`config.mk`:
```
export PLATFORM = sky130hd
export DESIGN_NAME = multicycle_control
export DESIGN_NICKNAME = d
export VERILOG_FILES = /design/src/rtl/multicycle_control.sv
export SDC_FILE = /design/constraint.sdc
export NUM_CORES = 1
export LEC_CHECK = 0
export BUFFER_PORTS_ARGS = -buffer_cell sky130_fd_sc_hd__buf_2
export CAP_MARGIN = 20
export CORE_ASPECT_RATIO = 1.1
export CORE_MARGIN = 8
export CORE_UTILIZATION = 49
export DETAILED_ROUTE_END_ITERATION = 8
export PLACE_DENSITY_LB_ADDON = 0.25
export SYNTH_ARGS = -nofsm -noshare
export SYNTH_HDL_FRONTEND = slang
export SYNTH_SLANG_ARGS = --single-unit
export TNS_END_PERCENT = 5
```
`constraint.sdc`:
```
create_clock -name clk -period 2.2 [get_ports clk]
set_input_delay 0.44 -clock clk [delete_from_list [all_inputs] [get_ports clk]]
set_output_delay 0.44 -clock clk [all_outputs]
set_load 0.03 [all_outputs]
```
`src/rtl/multicycle_control.sv`:
```
// -----------------------------------------------------------------------------
// multicycle_control
//
// Multicycle control FSM for the Harvard MIPS core. Each instruction is
// sequenced through FETCH / DECODE / EXEC / MEM / WB. Both memories are
// accessed through a req/ack handshake, so any number of wait states is
// tolerated, bounded by an optional timeout. The block also detects illegal
// opcodes, supports HALT, and counts retired instructions.
//
// Ports:
//   clk, reset_n          clock (rising edge) and asynchronous active-low reset
//   opcode, funct         instruction fields from the IR (sampled in DECODE)
//   alu_zero              ALU result == 0, qualifies BEQ/BNE in EXEC
//   imem_ack, dmem_ack    memory handshake acknowledges
//   imem_req, dmem_req    memory requests; mem_read/mem_write qualify dmem_req
//   ir_write, pc_write    IR load strobe and PC update strobe
//   pc_src                0 pc+4, 1 branch target, 2 jump target, 3 rs
//   reg_write, reg_dst    regfile write enable / dest select (0 rt, 1 rd, 2 $31)
//   wb_src                0 ALU, 1 dmem rdata, 2 pc (link)
//   alu_src, alu_op       ALU operand B select and operation
//   halted, fault         terminal status; fault_code 1 illegal, 2 imem, 3 dmem
//   retired               count of completed instructions (wraps)
// -----------------------------------------------------------------------------
module multicycle_control #(
    parameter int              OP_W        = 6,
    parameter int              FN_W        = 6,
    parameter logic [OP_W-1:0] HALT_OP     = 6'h3F,
    parameter int              MEM_TIMEOUT = 16,
    parameter int              CNT_W       = 32
) (
    input  logic             clk,
    input  logic             reset_n,
    input  logic [OP_W-1:0]  opcode,
    input  logic [FN_W-1:0]  funct,
    input  logic             alu_zero,
    input  logic             imem_ack,
    input  logic             dmem_ack,
    output logic             imem_req,
    output logic             dmem_req,
    output logic             mem_read,
    output logic             mem_write,
    output logic             ir_write,
    output logic             pc_write,
    output logic [1:0]       pc_src,
    output logic             reg_write,
    output logic [1:0]       reg_dst,
    output logic [1:0]       wb_src,
    output logic [1:0]       alu_src,
    output logic [3:0]       alu_op,
    output logic             halted,
    output logic             fault,
    output logic [1:0]       fault_code,
    output logic [CNT_W-1:0] retired
);

    // Opcodes
    localparam logic [OP_W-1:0] OP_RTYPE = OP_W'(6'h00);
    localparam logic [OP_W-1:0] OP_J     = OP_W'(6'h02);
    localparam logic [OP_W-1:0] OP_JAL   = OP_W'(6'h03);
    localparam logic [OP_W-1:0] OP_BEQ   = OP_W'(6'h04);
    localparam logic [OP_W-1:0] OP_BNE   = OP_W'(6'h05);
    localparam logic [OP_W-1:0] OP_ADDIU = OP_W'(6'h09);
    localparam logic [OP_W-1:0] OP_SLTI  = OP_W'(6'h0A);
    localparam logic [OP_W-1:0] OP_SLTIU = OP_W'(6'h0B);
    localparam logic [OP_W-1:0] OP_ANDI  = OP_W'(6'h0C);
    localparam logic [OP_W-1:0] OP_ORI   = OP_W'(6'h0D);
    localparam logic [OP_W-1:0] OP_XORI  = OP_W'(6'h0E);
    localparam logic [OP_W-1:0] OP_LUI   = OP_W'(6'h0F);
    localparam logic [OP_W-1:0] OP_LW    = OP_W'(6'h23);
    localparam logic [OP_W-1:0] OP_SW    = OP_W'(6'h2B);

    // R-type funct codes
    localparam logic [FN_W-1:0] FN_JR    = FN_W'(6'h08);
    localparam logic [FN_W-1:0] FN_JALR  = FN_W'(6'h09);
    localparam logic [FN_W-1:0] FN_ADDU  = FN_W'(6'h21);
    localparam logic [FN_W-1:0] FN_SUBU  = FN_W'(6'h23);
    localparam logic [FN_W-1:0] FN_AND   = FN_W'(6'h24);
    localparam logic [FN_W-1:0] FN_OR    = FN_W'(6'h25);
    localparam logic [FN_W-1:0] FN_XOR   = FN_W'(6'h26);
    localparam logic [FN_W-1:0] FN_SLT   = FN_W'(6'h2A);
    localparam logic [FN_W-1:0] FN_SLTU  = FN_W'(6'h2B);

    // ALU operations
    localparam logic [3:0] ALU_ADD  = 4'd0;
    localparam logic [3:0] ALU_SUB  = 4'd1;
    localparam logic [3:0] ALU_AND  = 4'd2;
    localparam logic [3:0] ALU_OR   = 4'd3;
    localparam logic [3:0] ALU_XOR  = 4'd4;
    localparam logic [3:0] ALU_SLT  = 4'd5;
    localparam logic [3:0] ALU_SLTU = 4'd6;
    localparam logic [3:0] ALU_LUI  = 4'd7;

    // Fault codes
    localparam logic [1:0] FC_ILLEGAL = 2'd1;
    localparam logic [1:0] FC_IMEM    = 2'd2;
    localparam logic [1:0] FC_DMEM    = 2'd3;

    // The timeout counter only ever needs to reach MEM_TIMEOUT-1.
    localparam int              TMO_W    = (MEM_TIMEOUT > 2) ? $clog2(MEM_TIMEOUT) : 1;
    localparam bit              TMO_EN   = (MEM_TIMEOUT != 0);
    localparam logic [TMO_W-1:0] TMO_LAST = TMO_W'((MEM_TIMEOUT > 0) ? (MEM_TIMEOUT - 1) : 0);

    typedef enum logic [2:0] {
        S_START,
        S_FETCH,
        S_DECODE,
        S_EXEC,
        S_MEM,
        S_WB,
        S_HALT,
        S_FAULT
    } state_t;

    state_t            r_state;
    state_t            w_next;
    logic [OP_W-1:0]   r_op_q;
    logic [FN_W-1:0]   r_fn_q;
    logic [TMO_W-1:0]  r_tmo_cnt;
    logic [CNT_W-1:0]  r_retired;
    logic [1:0]        r_fault_code;
    logic [1:0]        w_fault_code_next;
    logic              w_tmo_hit;
    logic              w_retire;
    logic              w_rtype;

    // ------------------------------------------------------------------
    // Instruction classification
    // ------------------------------------------------------------------
    function automatic logic is_r_alu(input logic [FN_W-1:0] fn);
        return (fn == FN_ADDU) || (fn == FN_SUBU) || (fn == FN_AND) ||
               (fn == FN_OR)   || (fn == FN_XOR)  || (fn == FN_SLT) ||
               (fn == FN_SLTU);
    endfunction

    function automatic logic is_i_alu(input logic [OP_W-1:0] op);
        return (op == OP_ADDIU) || (op == OP_SLTI) || (op == OP_SLTIU) ||
               (op == OP_ANDI)  || (op == OP_ORI)  || (op == OP_XORI)  ||
               (op == OP_LUI);
    endfunction

    function automatic logic is_supported(input logic [OP_W-1:0] op,
                                          input logic [FN_W-1:0] fn);
        if (op == OP_RTYPE) begin
            return is_r_alu(fn) || (fn == FN_JR) || (fn == FN_JALR);
        end
        return is_i_alu(op) || (op == OP_LW) || (op == OP_SW) ||
               (op == OP_BEQ) || (op == OP_BNE) || (op == OP_J) || (op == OP_JAL);
    endfunction

    function automatic logic [3:0] alu_op_of(input logic [OP_W-1:0] op,
                                             input logic [FN_W-1:0] fn);
        logic [3:0] v;
        v = ALU_ADD;
        if (op == OP_RTYPE) begin
            case (fn)
                FN_SUBU: v = ALU_SUB;
                FN_AND:  v = ALU_AND;
                FN_OR:   v = ALU_OR;
                FN_XOR:  v = ALU_XOR;
                FN_SLT:  v = ALU_SLT;
                FN_SLTU: v = ALU_SLTU;
                default: v = ALU_ADD;
            endcase
        end else begin
            case (op)
                OP_SLTI:         v = ALU_SLT;
                OP_SLTIU:        v = ALU_SLTU;
                OP_ANDI:         v = ALU_AND;
                OP_ORI:          v = ALU_OR;
                OP_XORI:         v = ALU_XOR;
                OP_LUI:          v = ALU_LUI;
                OP_BEQ, OP_BNE:  v = ALU_SUB;
                default:         v = ALU_ADD;
            endcase
        end
        return v;
    endfunction

    // Logic immediates are zero-extended; every other immediate is sign-extended.
    function automatic logic [1:0] alu_src_of(input logic [OP_W-1:0] op);
        logic [1:0] v;
        v = 2'd0;
        case (op)
            OP_ANDI, OP_ORI, OP_XORI:                          v = 2'd2;
            OP_ADDIU, OP_SLTI, OP_SLTIU, OP_LUI, OP_LW, OP_SW: v = 2'd1;
            default:                                           v = 2'd0;
        endcase
        return v;
    endfunction

    assign w_rtype   = (r_op_q == OP_RTYPE);
    assign w_tmo_hit = TMO_EN && (r_tmo_cnt == TMO_LAST);
    assign w_retire  = (r_state == S_WB) ||
                       (((r_state == S_EXEC) || (r_state == S_MEM)) && (w_next == S_FETCH));
    assign retired   = r_retired;

    // ------------------------------------------------------------------
    // Next-state logic
    // ------------------------------------------------------------------
    always_comb begin
        w_next            = r_state;
        w_fault_code_next = r_fault_code;
        case (r_state)
            S_START: w_next = S_FETCH;
            S_FETCH: begin
                // An ack in the threshold cycle takes priority over the timeout.
                if (imem_ack) begin
                    w_next = S_DECODE;
                end else if (w_tmo_hit) begin
                    w_next            = S_FAULT;
                    w_fault_code_next = FC_IMEM;
                end
            end
            S_DECODE: begin
                // Decision is made on the live IR fields; op_q/fn_q load on the same edge.
                if (opcode == HALT_OP) begin
                    w_next = S_HALT;
                end else if (!is_supported(opcode, funct)) begin
                    w_next            = S_FAULT;
                    w_fault_code_next = FC_ILLEGAL;
                end else begin
                    w_next = S_EXEC;
                end
            end
            S_EXEC: begin
                if (w_rtype ? is_r_alu(r_fn_q) : is_i_alu(r_op_q)) begin
                    w_next = S_WB;
                end else if ((r_op_q == OP_LW) || (r_op_q == OP_SW)) begin
                    w_next = S_MEM;
                end else begin
                    w_next = S_FETCH;
                end
            end
            S_MEM: begin
                if (dmem_ack) begin
                    w_next = (r_op_q == OP_LW) ? S_WB : S_FETCH;
                end else if (w_tmo_hit) begin
                    w_next            = S_FAULT;
                    w_fault_code_next = FC_DMEM;
                end
            end
            S_WB:    w_next = S_FETCH;
            S_HALT:  w_next = S_HALT;
            S_FAULT: w_next = S_FAULT;
            default: w_next = S_START;
        endcase
    end

    // ------------------------------------------------------------------
    // Output decode (Moore, except the ack-qualified FETCH strobes and the
    // alu_zero-qualified branch PC write)
    // ------------------------------------------------------------------
    always_comb begin
        imem_req   = 1'b0;
        dmem_req   = 1'b0;
        mem_read   = 1'b0;
        mem_write  = 1'b0;
        ir_write   = 1'b0;
        pc_write   = 1'b0;
        pc_src     = 2'd0;
        reg_write  = 1'b0;
        reg_dst    = 2'd0;
        wb_src     = 2'd0;
        alu_src    = 2'd0;
        alu_op     = ALU_ADD;
        halted     = 1'b0;
        fault      = 1'b0;
        fault_code = 2'd0;
        case (r_state)
            S_FETCH: begin
                imem_req = 1'b1;
                ir_write = imem_ack;
                pc_write = imem_ack;
                pc_src   = 2'd0;
            end
            S_EXEC: begin
                alu_op  = alu_op_of(r_op_q, r_fn_q);
                alu_src = alu_src_of(r_op_q);
                if (w_rtype) begin
                    if ((r_fn_q == FN_JR) || (r_fn_q == FN_JALR)) begin
                        pc_write = 1'b1;
                        pc_src   = 2'd3;
                    end
                    // Link value is the PC already advanced during FETCH.
                    if (r_fn_q == FN_JALR) begin
                        reg_write = 1'b1;
                        reg_dst   = 2'd1;
                        wb_src    = 2'd2;
                    end
                end else begin
                    case (r_op_q)
                        OP_BEQ: begin
                            pc_write = alu_zero;
                            pc_src   = 2'd1;
                        end
                        OP_BNE: begin
                            pc_write = !alu_zero;
                            pc_src   = 2'd1;
                        end
                        OP_J: begin
                            pc_write = 1'b1;
                            pc_src   = 2'd2;
                        end
                        OP_JAL: begin
                            pc_write  = 1'b1;
                            pc_src    = 2'd2;
                            reg_write = 1'b1;
                            reg_dst   = 2'd2;
                            wb_src    = 2'd2;
                        end
                        default: ;
                    endcase
                end
            end
            S_MEM: begin
                // Address operands held stable for the whole handshake.
                dmem_req  = 1'b1;
                mem_read  = (r_op_q == OP_LW);
                mem_write = (r_op_q == OP_SW);
                alu_src   = 2'd1;
                alu_op    = ALU_ADD;
            end
            S_WB: begin
                reg_write = 1'b1;
                if (r_op_q == OP_LW) begin
                    wb_src  = 2'd1;
                    reg_dst = 2'd0;
                end else if (w_rtype) begin
                    wb_src  = 2'd0;
                    reg_dst = 2'd1;
                end else begin
                    wb_src  = 2'd0;
                    reg_dst = 2'd0;
                end
            end
            S_HALT: halted = 1'b1;
            S_FAULT: begin
                fault      = 1'b1;
                fault_code = r_fault_code;
            end
            default: ;
        endcase
    end

    // ------------------------------------------------------------------
    // State, latched instruction fields, timeout, retired counter
    // ------------------------------------------------------------------
    always_ff @(posedge clk or negedge reset_n) begin
        if (!reset_n) begin
            r_state      <= S_START;
            r_op_q       <= '0;
            r_fn_q       <= '0;
            r_tmo_cnt    <= '0;
            r_retired    <= '0;
            r_fault_code <= '0;
        end else begin
            r_state      <= w_next;
            r_fault_code <= w_fault_code_next;
            if (r_state == S_DECODE) begin
                r_op_q <= opcode;
                r_fn_q <= funct;
            end
            // Any state change clears the counter, so it is zero on entry to
            // FETCH and MEM; it only advances while a request is left unacked.
            if (w_next != r_state) begin
                r_tmo_cnt <= '0;
            end else if (TMO_EN && ((r_state == S_FETCH) || (r_state == S_MEM))) begin
                r_tmo_cnt <= r_tmo_cnt + TMO_W'(1);
            end
            if (w_retire) begin
                r_retired <= r_retired + CNT_W'(1);
            end
        end
    end

endmodule

```
==> metrics <==
synth warn 0; Synth Area in Simple Gates 28.9%; largest net degree at the start of global routing 32; Post-synth EDFFs 0; Max Cap Viol 0; Total GRT Usage 17.7%; final hold viol count 0; top post-synthesis cells by area dfrtp_1 40%, xor2_1 8.0%, mux2_2 4.5%; worst setup path category register to output port; die extent in y 102 um; power per cell area 405 nW/um2; FF-to-FF setup slack -90 ps; IO Count 72; Placer Congestion 0.840; Seq cells post-synth 53; sequential share of the synthesized area 40.4%; Reg-to-Reg End retired[1]; pre-CTS setup slack -138 ps; leading cell types in the layout, fill and taps excluded 58 x buf_2, 53 x buf_4, 51 x dfrtp_1; violated checks negative setup slack; Post-DP HPWL 6.28 mm; max-slew violations 0; Critical Path End Type output port; leakage power 1.87 nW; first-pass GRT wire length 13.8 mm; ant diodes 0; max_slew headroom 60.1%; largest family of logic cells by synthesized area simple AND/OR/NAND/NOR gates; RSZ-0062 raised after global routing yes; hold slack final 135 ps; routed wire length 8.31 mm; Post-Syn Area 3280 um2; grt ovf 0; drt drc 0; routed vias 2956; Clock Tree Buf Depth 2; CP startpoint kind register; Skew-Pair Late Insertion Delay 300 ps; Reg clk slew, reported paths 90 ps; Sink Count 53; Via density 5.43; Mean Syn Cell Area 9.36 um2; Post-Syn Instances 351; initial antenna violation count 0; post-synth top area share 40.4%; # setup viols final 18; Max H-tree Level 2; CP required 1760 ps; total CTS buffers 5; reg2reg start r_fn_q[2]; peak supply drop 0.348 mV; Max FO, Critical Path 2; final net count 480; Site Rows 31; Final Skew 5.93 ps; Register-to-Register Path Depth 8; WP data arrival 2020 ps; I/O Buffers 70; most common cell after layout, fill and taps aside buf_2; Max Fclk 0.407 GHz; post-synthesis adder-cell area fraction 0.762%; Synth area leader dfrtp_1; full die area 9580 um2; Die X 94.1 um; Root Buffer clkbuf_8; Synth cell types 60; post-synthesis compound-gate area fraction 10.3%; Worst Tran Pin Value 599 ps; Main synth FF type dfrtp_1; Layout area overhead 31.0%; Mapped Nets 370; Fin Setup TNS -1430 ps; CTS tree yes; Hold WC Path Type input port to async pin; period utilization 112%; First-pass DRT Iterations 4; vias in the first global route 3014; outcome finished with violations; core area 6560 um2; share of layout cells above drive strength 1 39.2%; 1st-iter DRT viols 109; asr flop ratio synth 100%; wire length per cell 15.3 um; crit path time final 2460 ps; XOR/XNOR Fraction of Synth Area 9.60%; Antenna Violating Nets Remaining 0; mux cell area share after synthesis 5.41%; Initial Util 50.1%; Setup WS post-layout -258 ps
[worst max-delay path, cell delays in order, from the launching register on]
cell      delay, ps
dfrtp_1         430
nor2_4          130
nor4b_4         180
buf_4           150
o21ai_2          60
or4_4           420
o21bai_1        160
buf_4           180
[power by group]
part / switching (mW) / internal (mW)
combinational: 0.0568 / 0.0280
sequential: 0.00318 / 0.976
clock: 0.310 / 0.371
total: 0.370 / 1.38
[timing repair]
item / CTS / global route
resized for setup: 25 / 19
pin swaps: 6 / 6
setup endpoints to repair: 15 / 48
setup buffers: 1 / 4
hold buffers: 0 / 0
[routing by layer]
| metal | vias to the layer above | wire, um | global-route usage, % |
|---|---|---|---|
| met5 | - | 0 | 0 |
| met4 | 0 | 142 | 6.35 |
| met3 | 10 | 382 | 3.09 |
| met2 | 66 | 4340 | 32.1 |
| met1 | 1438 | 3450 | 20.2 |
| li1 | 1442 | - | - |
[through the flow]
step / util (%) / instance area [um2] / power, mW / instances
5_1_grt: 65.7 / 4300 / 1.81 / 544
3_5_place_dp: 61.0 / 4000 / 1.09 / 531
3_3_place_gp: 61.0 / 4000 / 1.08 / 531
6_report: 65.7 / 4300 / 1.75 / 544
2_1_floorplan: - / 3300 / 1.03 / 351
4_1_cts: 64.0 / 4190 / 1.76 / 540
[layout make-up]
class / count / area, um2
Clock buffer: 7 / 86.3
Sequential cell: 53 / 1330
Tap cell: 82 / 103
Clock inverter: 1 / 30.0
Multi-Input combinational cell: 270 / 1910
Fill cell: 540 / 2250
Timing Repair Buffer: 122 / 817
Inverter: 9 / 33.8
[how the worst max path moves through the flow]
stage,startpoint,end
finish,r_fn_q[2],pc_write
global route,r_fn_q[2],pc_write
CTS,r_fn_q[3],pc_write
detailed placement,r_fn_q[2],pc_src[1]
global placement,r_fn_q[2],pc_src[1]
floorplan,r_fn_q[2],pc_write
[cells in the mapped netlist (2+ instances only)]
master and count:
nand3b_1 6, inv_2 2, or4_1 2, nor4b_1 3
nor3_1 13, nor2b_1 8, o21bai_1 2, o21ai_0 15
nor4_2 9, inv_1 7, or3_1 3, a21o_1 5
nand2b_1 7, mux2_2 13, xor2_1 30, xnor2_1 6
nand2_1 33, mux2i_1 2, dfrtp_1 53, nand3_1 14
buf_4 3, buf_6 4, a31oi_1 3, nand4_1 2
and2_1 5, nor4_1 2, a32oi_1 2, buf_2 3
and3_1 5, and4_1 4, nor3b_1 5, ha_1 2
nor2_1 35, clkbuf_1 8, or2_2 2, a21oi_1 9
[flip-flops by register name, summed over array words and instances, names as in the netlist]
signal / count
retired: 32
r_fn_q: 6
r_op_q: 6
r_tmo_cnt: 4
r_state: 3
r_fault_code: 2
[cell families (layout without fill, tap and decap cells)]
| logic type | after synthesis | count (layout) |
|---|---|---|
| DFF | 53 | 53 |
| xor gates and xnor gates | 36 | 36 |
| and+or+nand+nor | 165 | 165 |
| muxes | 16 | 16 |
| adders and majority gates | 2 | 2 |
| other | 1 | 1 |
| AOI/OAI and AO/OA | 50 | 50 |
| buffers and inverters | 28 | 139 |
Power figures use the tool's default switching activity.
